==> config.mk <==
export PLATFORM = sky130hd
export DESIGN_NAME = countdown_timer
export DESIGN_NICKNAME = d
export VERILOG_FILES = /design/src/rtl/timer_pkg.sv /design/src/rtl/key_debounce.sv /design/src/rtl/countdown_timer.sv
export SDC_FILE = /design/constraint.sdc
export NUM_CORES = 1
export LEC_CHECK = 0
export ABC_CLOCK_PERIOD_IN_PS = 3710
export CAP_MARGIN = 20
export CORE_ASPECT_RATIO = 0.8
export CORE_MARGIN = 2
export CORE_UTILIZATION = 53
export CTS_BUF_LIST = sky130_fd_sc_hd__clkbuf_2
export DETAILED_ROUTE_END_ITERATION = 16
export GPL_TIMING_DRIVEN = 0
export HOLD_SLACK_MARGIN = 0.1
export PLACE_DENSITY_LB_ADDON = 0.1
export SETUP_SLACK_MARGIN = 0.05
export SYNTH_ARGS = -nofsm -noshare
export SYNTH_HDL_FRONTEND = slang
export SYNTH_SLANG_ARGS = --single-unit
==> constraint.sdc <==
create_clock -name clk -period 3.71 [get_ports clk]
set_clock_uncertainty 0.2 [all_clocks]
set_input_delay 0.371 -clock clk [delete_from_list [all_inputs] [get_ports clk]]
set_output_delay 0.371 -clock clk [all_outputs]
set_load 0.02 [all_outputs]
==> src/rtl/timer_pkg.sv <==
// Shared types and BCD helpers for the mm:ss countdown timer.
package timer_pkg;

    localparam int unsigned TENS_W    = 3;
    localparam int unsigned UNITS_W   = 4;
    localparam int unsigned TENS_MAX  = 5;
    localparam int unsigned UNITS_MAX = 9;

    typedef enum logic [1:0] {
        ST_SET   = 2'd0,
        ST_RUN   = 2'd1,
        ST_PAUSE = 2'd2,
        ST_DONE  = 2'd3
    } state_e;

    typedef struct packed {
        logic [TENS_W-1:0]  h;
        logic [UNITS_W-1:0] l;
    } bcd_pair_t;

    typedef struct packed {
        bcd_pair_t mm;
        bcd_pair_t ss;
    } bcd_time_t;

    // 00..59 increment, 59 wraps to 00
    function automatic bcd_pair_t bcd_inc(input bcd_pair_t p);
        bcd_pair_t r;
        r = p;
        if (p.l == UNITS_W'(UNITS_MAX)) begin
            r.l = '0;
            r.h = (p.h == TENS_W'(TENS_MAX)) ? '0 : p.h + TENS_W'(1);
        end else begin
            r.l = p.l + UNITS_W'(1);
        end
        return r;
    endfunction

    // 00..59 decrement, 00 wraps to 59
    function automatic bcd_pair_t bcd_dec(input bcd_pair_t p);
        bcd_pair_t r;
        r = p;
        if (p.l == '0) begin
            r.l = UNITS_W'(UNITS_MAX);
            r.h = (p.h == '0) ? TENS_W'(TENS_MAX) : p.h - TENS_W'(1);
        end else begin
            r.l = p.l - UNITS_W'(1);
        end
        return r;
    endfunction

    // One-second decrement; :00 borrows a minute
    function automatic bcd_time_t time_dec(input bcd_time_t t);
        bcd_time_t r;
        r    = t;
        r.ss = bcd_dec(t.ss);
        if (t.ss == '0) r.mm = bcd_dec(t.mm);
        return r;
    endfunction

endpackage

==> src/rtl/key_debounce.sv <==
// Raw active-low key -> 2-FF synchroniser -> stability debouncer -> press pulse.
module key_debounce #(
    parameter int unsigned DEBOUNCE_CYC = 1000000
) (
    input  logic clk,
    input  logic rst_n,
    input  logic key_n_i,
    output logic press_o
);

    localparam int unsigned CNT_W = (DEBOUNCE_CYC > 1) ? $clog2(DEBOUNCE_CYC) : 1;

    logic             sync1_q, sync2_q;
    logic             level_q, level_d;
    logic             press_q, press_d;
    logic [CNT_W-1:0] cnt_q, cnt_d;

    // Level flips on the DEBOUNCE_CYC-th consecutive differing sample
    always_comb begin
        level_d = level_q;
        cnt_d   = '0;
        if (sync2_q != level_q) begin
            if (cnt_q == CNT_W'(DEBOUNCE_CYC - 1)) begin
                level_d = sync2_q;
            end else begin
                cnt_d = cnt_q + CNT_W'(1);
            end
        end
        press_d = level_q & ~level_d;
    end

    always_ff @(posedge clk) begin
        if (!rst_n) begin
            sync1_q <= 1'b1;
            sync2_q <= 1'b1;
            level_q <= 1'b1;
            cnt_q   <= '0;
            press_q <= 1'b0;
        end else begin
            sync1_q <= key_n_i;
            sync2_q <= sync1_q;
            level_q <= level_d;
            cnt_q   <= cnt_d;
            press_q <= press_d;
        end
    end

    assign press_o = press_q;

endmodule

==> src/rtl/countdown_timer.sv <==
// mm:ss countdown timer: key-set time, 1 s tick run/pause, blinking alarm at 00:00.
module countdown_timer
    import timer_pkg::*;
#(
    parameter int unsigned CLK_HZ       = 50000000,
    parameter int unsigned DEBOUNCE_CYC = 1000000,
    parameter int unsigned BLINK_CYC    = 12500000
) (
    input  logic               clk,
    input  logic               rst_n,
    input  logic               key_start_n,
    input  logic               key_min_n,
    input  logic               key_sec_n,
    output logic [TENS_W-1:0]  min_h,
    output logic [UNITS_W-1:0] min_l,
    output logic [TENS_W-1:0]  sec_h,
    output logic [UNITS_W-1:0] sec_l,
    output logic               display_flag,
    output logic               alarm
);

    localparam int unsigned PRE_W = (CLK_HZ > 1) ? $clog2(CLK_HZ) : 1;
    localparam int unsigned BLK_W = (BLINK_CYC > 1) ? $clog2(BLINK_CYC) : 1;

    state_e           state_q, state_d;
    bcd_time_t        time_q, time_d;
    logic [PRE_W-1:0] pre_q, pre_d;
    logic [BLK_W-1:0] blink_q, blink_d;
    logic             disp_q, disp_d;
    logic             alarm_q, alarm_d;
    logic             ev_start, ev_min, ev_sec;
    logic             tick_c;

    key_debounce #(.DEBOUNCE_CYC(DEBOUNCE_CYC)) u_key_start (
        .clk(clk), .rst_n(rst_n), .key_n_i(key_start_n), .press_o(ev_start));
    key_debounce #(.DEBOUNCE_CYC(DEBOUNCE_CYC)) u_key_min (
        .clk(clk), .rst_n(rst_n), .key_n_i(key_min_n), .press_o(ev_min));
    key_debounce #(.DEBOUNCE_CYC(DEBOUNCE_CYC)) u_key_sec (
        .clk(clk), .rst_n(rst_n), .key_n_i(key_sec_n), .press_o(ev_sec));

    assign tick_c = (pre_q == PRE_W'(CLK_HZ - 1));

    always_comb begin
        state_d = state_q;
        time_d  = time_q;
        pre_d   = pre_q;
        blink_d = blink_q;
        disp_d  = disp_q;
        case (state_q)
            ST_SET: begin
                pre_d = '0;
                if (ev_min) time_d.mm = bcd_inc(time_q.mm);
                if (ev_sec) time_d.ss = bcd_inc(time_q.ss);
                // start qualifies on the pre-increment time
                if (ev_start && (time_q != '0)) state_d = ST_RUN;
            end
            ST_RUN: begin
                if (ev_start) begin
                    state_d = ST_PAUSE;
                end else begin
                    pre_d = tick_c ? '0 : pre_q + PRE_W'(1);
                    if (tick_c) begin
                        time_d = time_dec(time_q);
                        if (time_d == '0) state_d = ST_DONE;
                    end
                end
            end
            ST_PAUSE: begin
                if (ev_start) begin
                    state_d = ST_RUN;
                end else if (ev_sec) begin
                    time_d  = '0;
                    state_d = ST_SET;
                end
            end
            ST_DONE: begin
                pre_d = '0;
                if (ev_start || ev_min || ev_sec) begin
                    state_d = ST_SET;
                end else if (blink_q == BLK_W'(BLINK_CYC - 1)) begin
                    blink_d = '0;
                    disp_d  = ~disp_q;
                end else begin
                    blink_d = blink_q + BLK_W'(1);
                end
            end
            default: state_d = ST_SET;
        endcase
        // Outside DONE the display is steady and the blink phase is parked
        if (state_d != ST_DONE) begin
            disp_d  = 1'b1;
            blink_d = '0;
        end
        alarm_d = (state_d == ST_DONE);
    end

    always_ff @(posedge clk) begin
        if (!rst_n) begin
            state_q <= ST_SET;
            time_q  <= '0;
            pre_q   <= '0;
            blink_q <= '0;
            disp_q  <= 1'b1;
            alarm_q <= 1'b0;
        end else begin
            state_q <= state_d;
            time_q  <= time_d;
            pre_q   <= pre_d;
            blink_q <= blink_d;
            disp_q  <= disp_d;
            alarm_q <= alarm_d;
        end
    end

    assign min_h        = time_q.mm.h;
    assign min_l        = time_q.mm.l;
    assign sec_h        = time_q.ss.h;
    assign sec_l        = time_q.ss.l;
    assign display_flag = disp_q;
    assign alarm        = alarm_q;

endmodule

==> flow_summary.ini, run 1 <==
[floorplan]
core_area_mm2 = 0.0130
rows = 37
ios = 21
dieWidth_um = 134
initial_core_util_pct = 54.9
fp.dieArea_mm2 = 0.0144
die_h_um = 108

[sta]
fmax_mhz = 329
hold_viol_final = 0
fin_tns_setup_ps = 0
hold_ws_ps = 228
rsz0062_at_grt = no
fin_ws_ps = 668
min_period_ps = 3040
slew_violations = 0
finalCritPeriodShare_pct = 82.0
setup_violations = 0
worstMarginPinSlew_ps = 895
maxSlewHeadroom_pct = 40.2

[logic_synthesis]
synth-seq-cells = 140
ys_seq_area_share_pct = 39.4
syn_area_mm2 = 0.00711
netlist_top_cells_count = dfxtp_1, nor2_1, nand2_1
yosysWarnings = 0
yosysMostFrequentCell = dfxtp_1
synth_edf_count = 0
synth_area_per_cell_um2 = 8.10
synth_area_leader_cell = dfxtp_1
syn_nets = 895
synth-async-reset-ratio_pct = 0
yosysUniqueCellTypes = 62
ys.flop_type = dfxtp_1
synthTopCellsByArea = dfxtp_1, nor2_1, xor2_1
syn-instance-count = 878
synth.top_cell.area_share_pct = 39.4

[cells_and_area]
drive_gt1_share_pct = 5.04
area_growth_pct = 9.22
fill_cells = 1186
diodes = 0
postLayoutCellArea_mm2 = 0.00777
nets = 937

[detailed_routing]
wirelength_um = 16500
drt-pass1-iter-count = 5
post_drt_wl_per_cell_um = 14.9
drtIter0Drc = 401
remaining_drc_errors = 0
viasPerCell = 5.85
ant_nets = 0
dr_total_vias = 6481

[critical_path]
worstPathMaxFanout = 10
reg2reg_depth = 8
cp-endpoint = blink_q[20]
cp-startpoint = state_q[1]
critPathRequiredTime_ps = 4100
critPathArrivalTime_ps = 3430
critPathLaunchType = flop
worstSetupPathType = reg -> reg
r2r_setup_slack_ps = 670
r2r-end = blink_q[20]
worstSetupEndpointType = flop
r2r_start = state_q[1]

[pwr]
vdd_ir_drop_max_v = 0.000249
leakagePower_nw = 2.47
p_per_area_mw_per_mm2 = 353
total_power_w = 0.00274

[clock_tree]
cts.clk_slew.worst_paths_ps = 170
post-cts-setup-buffers = 0
clock_latency_ps = 710
h-tree-depth = 4
cts_sinks = 140
ctsLongestPathBuffers = 2
root_buffer = clkbuf_2
numCtsBuffers = 17
cts_tree = yes

[global_routing]
grt_max_degree = 17
grt-ovfl-total = 0
grt_antenna_before_repair = 0
grt_pass1_wl_um = 27700
track_usage_pct = 23.7
grt_pass1_vias = 6001

[min_path]
min_path_type = reg -> reg
hp-start = u_key_min.sync1_q

[placed_design]
dp_hpwl_um = 11700
dp_slack_ps = 713
port_buffers = 20
place_area_mm2 = 0.00753
globalplace.congestion = 0.918

[status]
outcome = finished, final reports clean

[job]
cap_violations = 0
==> cell families after synthesis <==
family / Yosys count / share of synthesized area (%)
fa+ha+maj: 12 / 2.11
buf+inv: 60 / 3.66
simple gates: 441 / 31.6
xor+xnor: 88 / 10.8
mux: 9 / 1.28
flops: 140 / 39.4
compound gates: 128 / 11.1
==> power breakdown <==
| group | switching (W) | internal [W] | leakage, nW |
|---|---|---|---|
| clock network | 0.000531 | 0.000305 | 0.137 |
| registers | 0.0000235 | 0.00152 | 1.13 |
| logic | 0.000230 | 0.000130 | 1.21 |
==> area by class of cell <==
cell class                      count  area (µm²)  share of cell area (%)
Buffer                             38         178                    2.29
Timing Repair Buffer               23         230                    2.96
Clock buffer                       21         105                    1.35
Clock inverter                     11         101                    1.30
Multi-Input combinational cell    678        4050                    52.1
Inverter                           22        82.6                    1.06
Sequential cell                   140        2800                    36.1
Tap cell                          175         219                    2.82
==> repair_timing <==
item | 4_1_cts | 5_1_grt
endpoints found under the hold margin | 3 | 0
setup endpoints to repair | 0 | 0
hold buffers | 3 | 0
resized for setup | 0 | 0
==> critical path: stages, from the launching register on <==
cell and delay (ps):
dfxtp_1 500, ha_1 270, nor4b_2 750, nand2_1 190, nor4_1 440, a21oi_1 80
nand2_1 190, buf_2 250, nor3_1 80
==> stage by stage <==
stage	util, %	cells
3_3_place_gp	58.1	1073
5_1_grt	59.9	1108
3_5_place_dp	58.1	1073
4_1_cts	59.9	1108
6_report	59.9	1108
2_1_floorplan	-	878
==> how the worst min path moves through the flow <==
stage	end	slack [ps]	cells after the start
after floorplan	u_key_min.sync2_q	190	1
after global placement	u_key_min.sync2_q	190	1
after detailed placement	u_key_min.sync2_q	190	1
after CTS	u_key_min.sync2_q	230	1
after global routing	u_key_sec.sync2_q	260	1
final	u_key_min.sync2_q	230	1
==> placed cells by master, fill, tap and decap left out, types with 12 or more instances in the layout <==
cell type,n
a21oi_1,35
a31oi_1,13
and3_1,23
clkbuf_1,27
clkbuf_2,21
clkdlybuf4s50_1,20
dfxtp_1,140
ha_1,12
inv_1,22
nand2_1,81
nand2b_1,16
nand3_1,46
nand4_1,31
nor2_1,121
nor3_1,46
nor4_1,16
o21ai_0,38
or3_1,16
xnor2_1,40
xor2_1,48
==> layer usage <==
metal	vias to the layer above	track usage [%]	wire length, µm	share of wire (%)
li1	3200	-	-	-
met1	3075	32.5	7940	48
met4	0	7.75	232	1.4
met3	24	5.46	909	5.5
met2	182	37.0	7380	45
met5	-	0	0	0
==> flip-flops by register name (all words and copies together), names as in the netlist, 2 cells and up <==
name and flops:
u_key_sec.cnt_q 20, sec_h 3, min_l 4, sec_l 4, u_key_start.cnt_q 20, u_key_min.cnt_q 20, min_h 3, pre_q 26
state_q 2, blink_q 24
No activity file was read; power rests on OpenSTA's default activity.
==> run 2, diff against run 1 <==
Settings changed: ABC_CLOCK_PERIOD_IN_PS 3710 to 3100.
Clock period 3.71 ns to 3.1 ns, I/O delays scaled along.
==> run 2 against run 1 <==
Compared with the run above:
- clock-buffer cell count unchanged
- first-iteration DRC count increased by 14%
- cell count unchanged
- worst hold slack about the same
- sequential cell count unchanged
- combinational power increased by 21%
- utilization increased by 0.14 points
- non-clock buffer count unchanged
- register-to-register slack got worse by 430 ps
- critical path type unchanged
- worst setup slack got worse by 430 ps
- critical endpoint is now display_flag
- highest routed layer unchanged
- clock power increased by 21%
==> flow_summary.ini, run 2 (synthesized netlist as in run 1, its figures left out) <==
[cells_and_area]
fill_cells = 1182
final_cell_mix = dfxtp_1, nor2_1, nand2_1
largest_register = pre_q
diodes = 0
final_cell_count_no_fill = 1108
largest_reg_flops = 26
postLayoutCellArea_mm2 = 0.00778
reg_top3 = pre_q x26, blink_q x24
nets = 937
drive_gt1_share_pct = 5.36
area_growth_pct = 9.47
final_common_cell = dfxtp_1

[pwr]
p_sw_w = 0.000947
p_sw_share_pct = 28.8
total_power_w = 0.00329
leakagePower_nw = 2.48
p_per_area_mw_per_mm2 = 423
vdd_ir_drop_max_v = 0.000298
pwr-share-comb_pct = 13.1
p_seq_share_pct = 56.2
p_int_w = 0.00235
clkPwrFrac_pct = 30.6

[sta]
maxSlewHeadroom_pct = 45.4
slew_violations = 0
finalCritPeriodShare_pct = 92.4
worstMarginPinSlew_ps = 812
fin_tns_setup_ps = 0
fmax_mhz = 349
rsz0062_at_grt = no
min_period_ps = 2860
setup_violations = 0
hold_viol_final = 0

[critical_path]
critPathRequiredTime_ps = 3490
critPathArrivalTime_ps = 3250
critPathLaunchType = flop
slowest_stage = dfxtp_1
path_cells = clkbuf_2, nor2_1, ha_1, nor2b_2, nor3b_4, xnor2_1, nand4_1, a21boi_4, or3_1
worstSetupEndpointType = flop
worstSetupPathType = reg -> reg
worstPathMaxFanout = 10
critPathMaxStageDelay_ps = 380

[placed_design]
globalplace.congestion = 0.918
port_buffers = 20
dpl.cell_count = 1073
place_area_mm2 = 0.00753
dp_hpwl_um = 11700

[detailed_routing]
ant_nets = 0
wirelength_um = 16600
dr_total_vias = 6478
drtIter0Drc = 457
viasPerCell = 5.85
drt-pass1-iter-count = 5
remaining_drc_errors = 0
post_drt_wl_per_cell_um = 15.0

[clock_tree]
cts.clk_slew.worst_paths_ps = 190
clock_latency_ps = 730
cts_tree = yes
numCtsBuffers = 17
post-cts-setup-buffers = 0
h-tree-depth = 4
root_buffer = clkbuf_2
cts_sinks = 140
ctsLongestPathBuffers = 2

[floorplan]
initial_core_util_pct = 54.9
ios = 21
fp.dieArea_mm2 = 0.0144
core_area_mm2 = 0.0130
rows = 37
dieWidth_um = 134
die_h_um = 108

[job]
cap_violations = 0

[global_routing]
grt_antenna_before_repair = 0
track_usage_pct = 23.7
grt_pass1_vias = 6001
grt_max_degree = 17
grt_pass1_wl_um = 27700
grt-ovfl-total = 0

[min_path]
min_path_type = reg -> reg

[status]
outcome = finished, final reports clean
[run 2: power by group through the flow]
stage	Sequential [W]	Clock [W]	Combinational [W]
after floorplan	0.00190	0	0.000285
after global placement	0.00189	0	0.000407
after detailed placement	0.00189	0	0.000419
after CTS	0.00185	0.00103	0.000423
after global routing	0.00186	0.00112	0.000476
final	0.00185	0.00101	0.000433
[run 2: per-layer routing]
metal | global-route usage [%] | vias up | share of wire, %
met5 | 0 | - | 0
met4 | 7.75 | 0 | 1.4
met3 | 5.46 | 23 | 5.8
met2 | 37.0 | 191 | 44
met1 | 32.5 | 3059 | 49
li1 | - | 3205 | -
[run 2: through the flow]
stage	utilization [%]	hold WS, ps	setup WS [ps]
after global placement	58.1	191	129
after global routing	60.0	218	43.0
after CTS	59.9	196	82.9
after detailed placement	58.1	193	103
final	60.0	228	237
after floorplan	-	186	496
[run 2: what timing repair did]
item                                    4_1_cts  5_1_grt
hold buffers                                  3        0
endpoints found under the hold margin         3        0
resized for setup                             0        6
endpoints found under the setup margin        0       28
[run 2: final timing paths]
kind                                        start                end  slack (ps)  cells past startpoint
worst max-delay path                     sec_h[0]       display_flag         240                      9
worst min-delay path            u_key_min.sync1_q  u_key_min.sync2_q         230                      1
worst max register to register           sec_h[0]       display_flag         240                      9
worst min register to register  u_key_min.sync1_q  u_key_min.sync2_q         230                      1
[run 2: layout make-up]
cell class              count  area [µm²]  share of cell area, %
clock inverters            11         101                   1.30
flip-flops and latches    140        2800                   36.0
inverters                  22        82.6                   1.06
plain buffers              38         179                   2.30
well taps                 175         219                   2.81
clock buffers              21         105                   1.35
multi-input cells         678        4060                   52.2
repair buffers             23         230                   2.96
[run 2: critical path, delay by kind of cell (launching register included)]
| family | cells | cell delay [ps] |
|---|---|---|
| xor gates and xnor gates | 1 | 190 |
| adders and majority gates | 1 | 280 |
| buffers and inverters | 1 | 190 |
| DFF | 1 | 380 |
| AOI/OAI and AO/OA | 1 | 230 |
| and+or+nand+nor | 5 | 1270 |
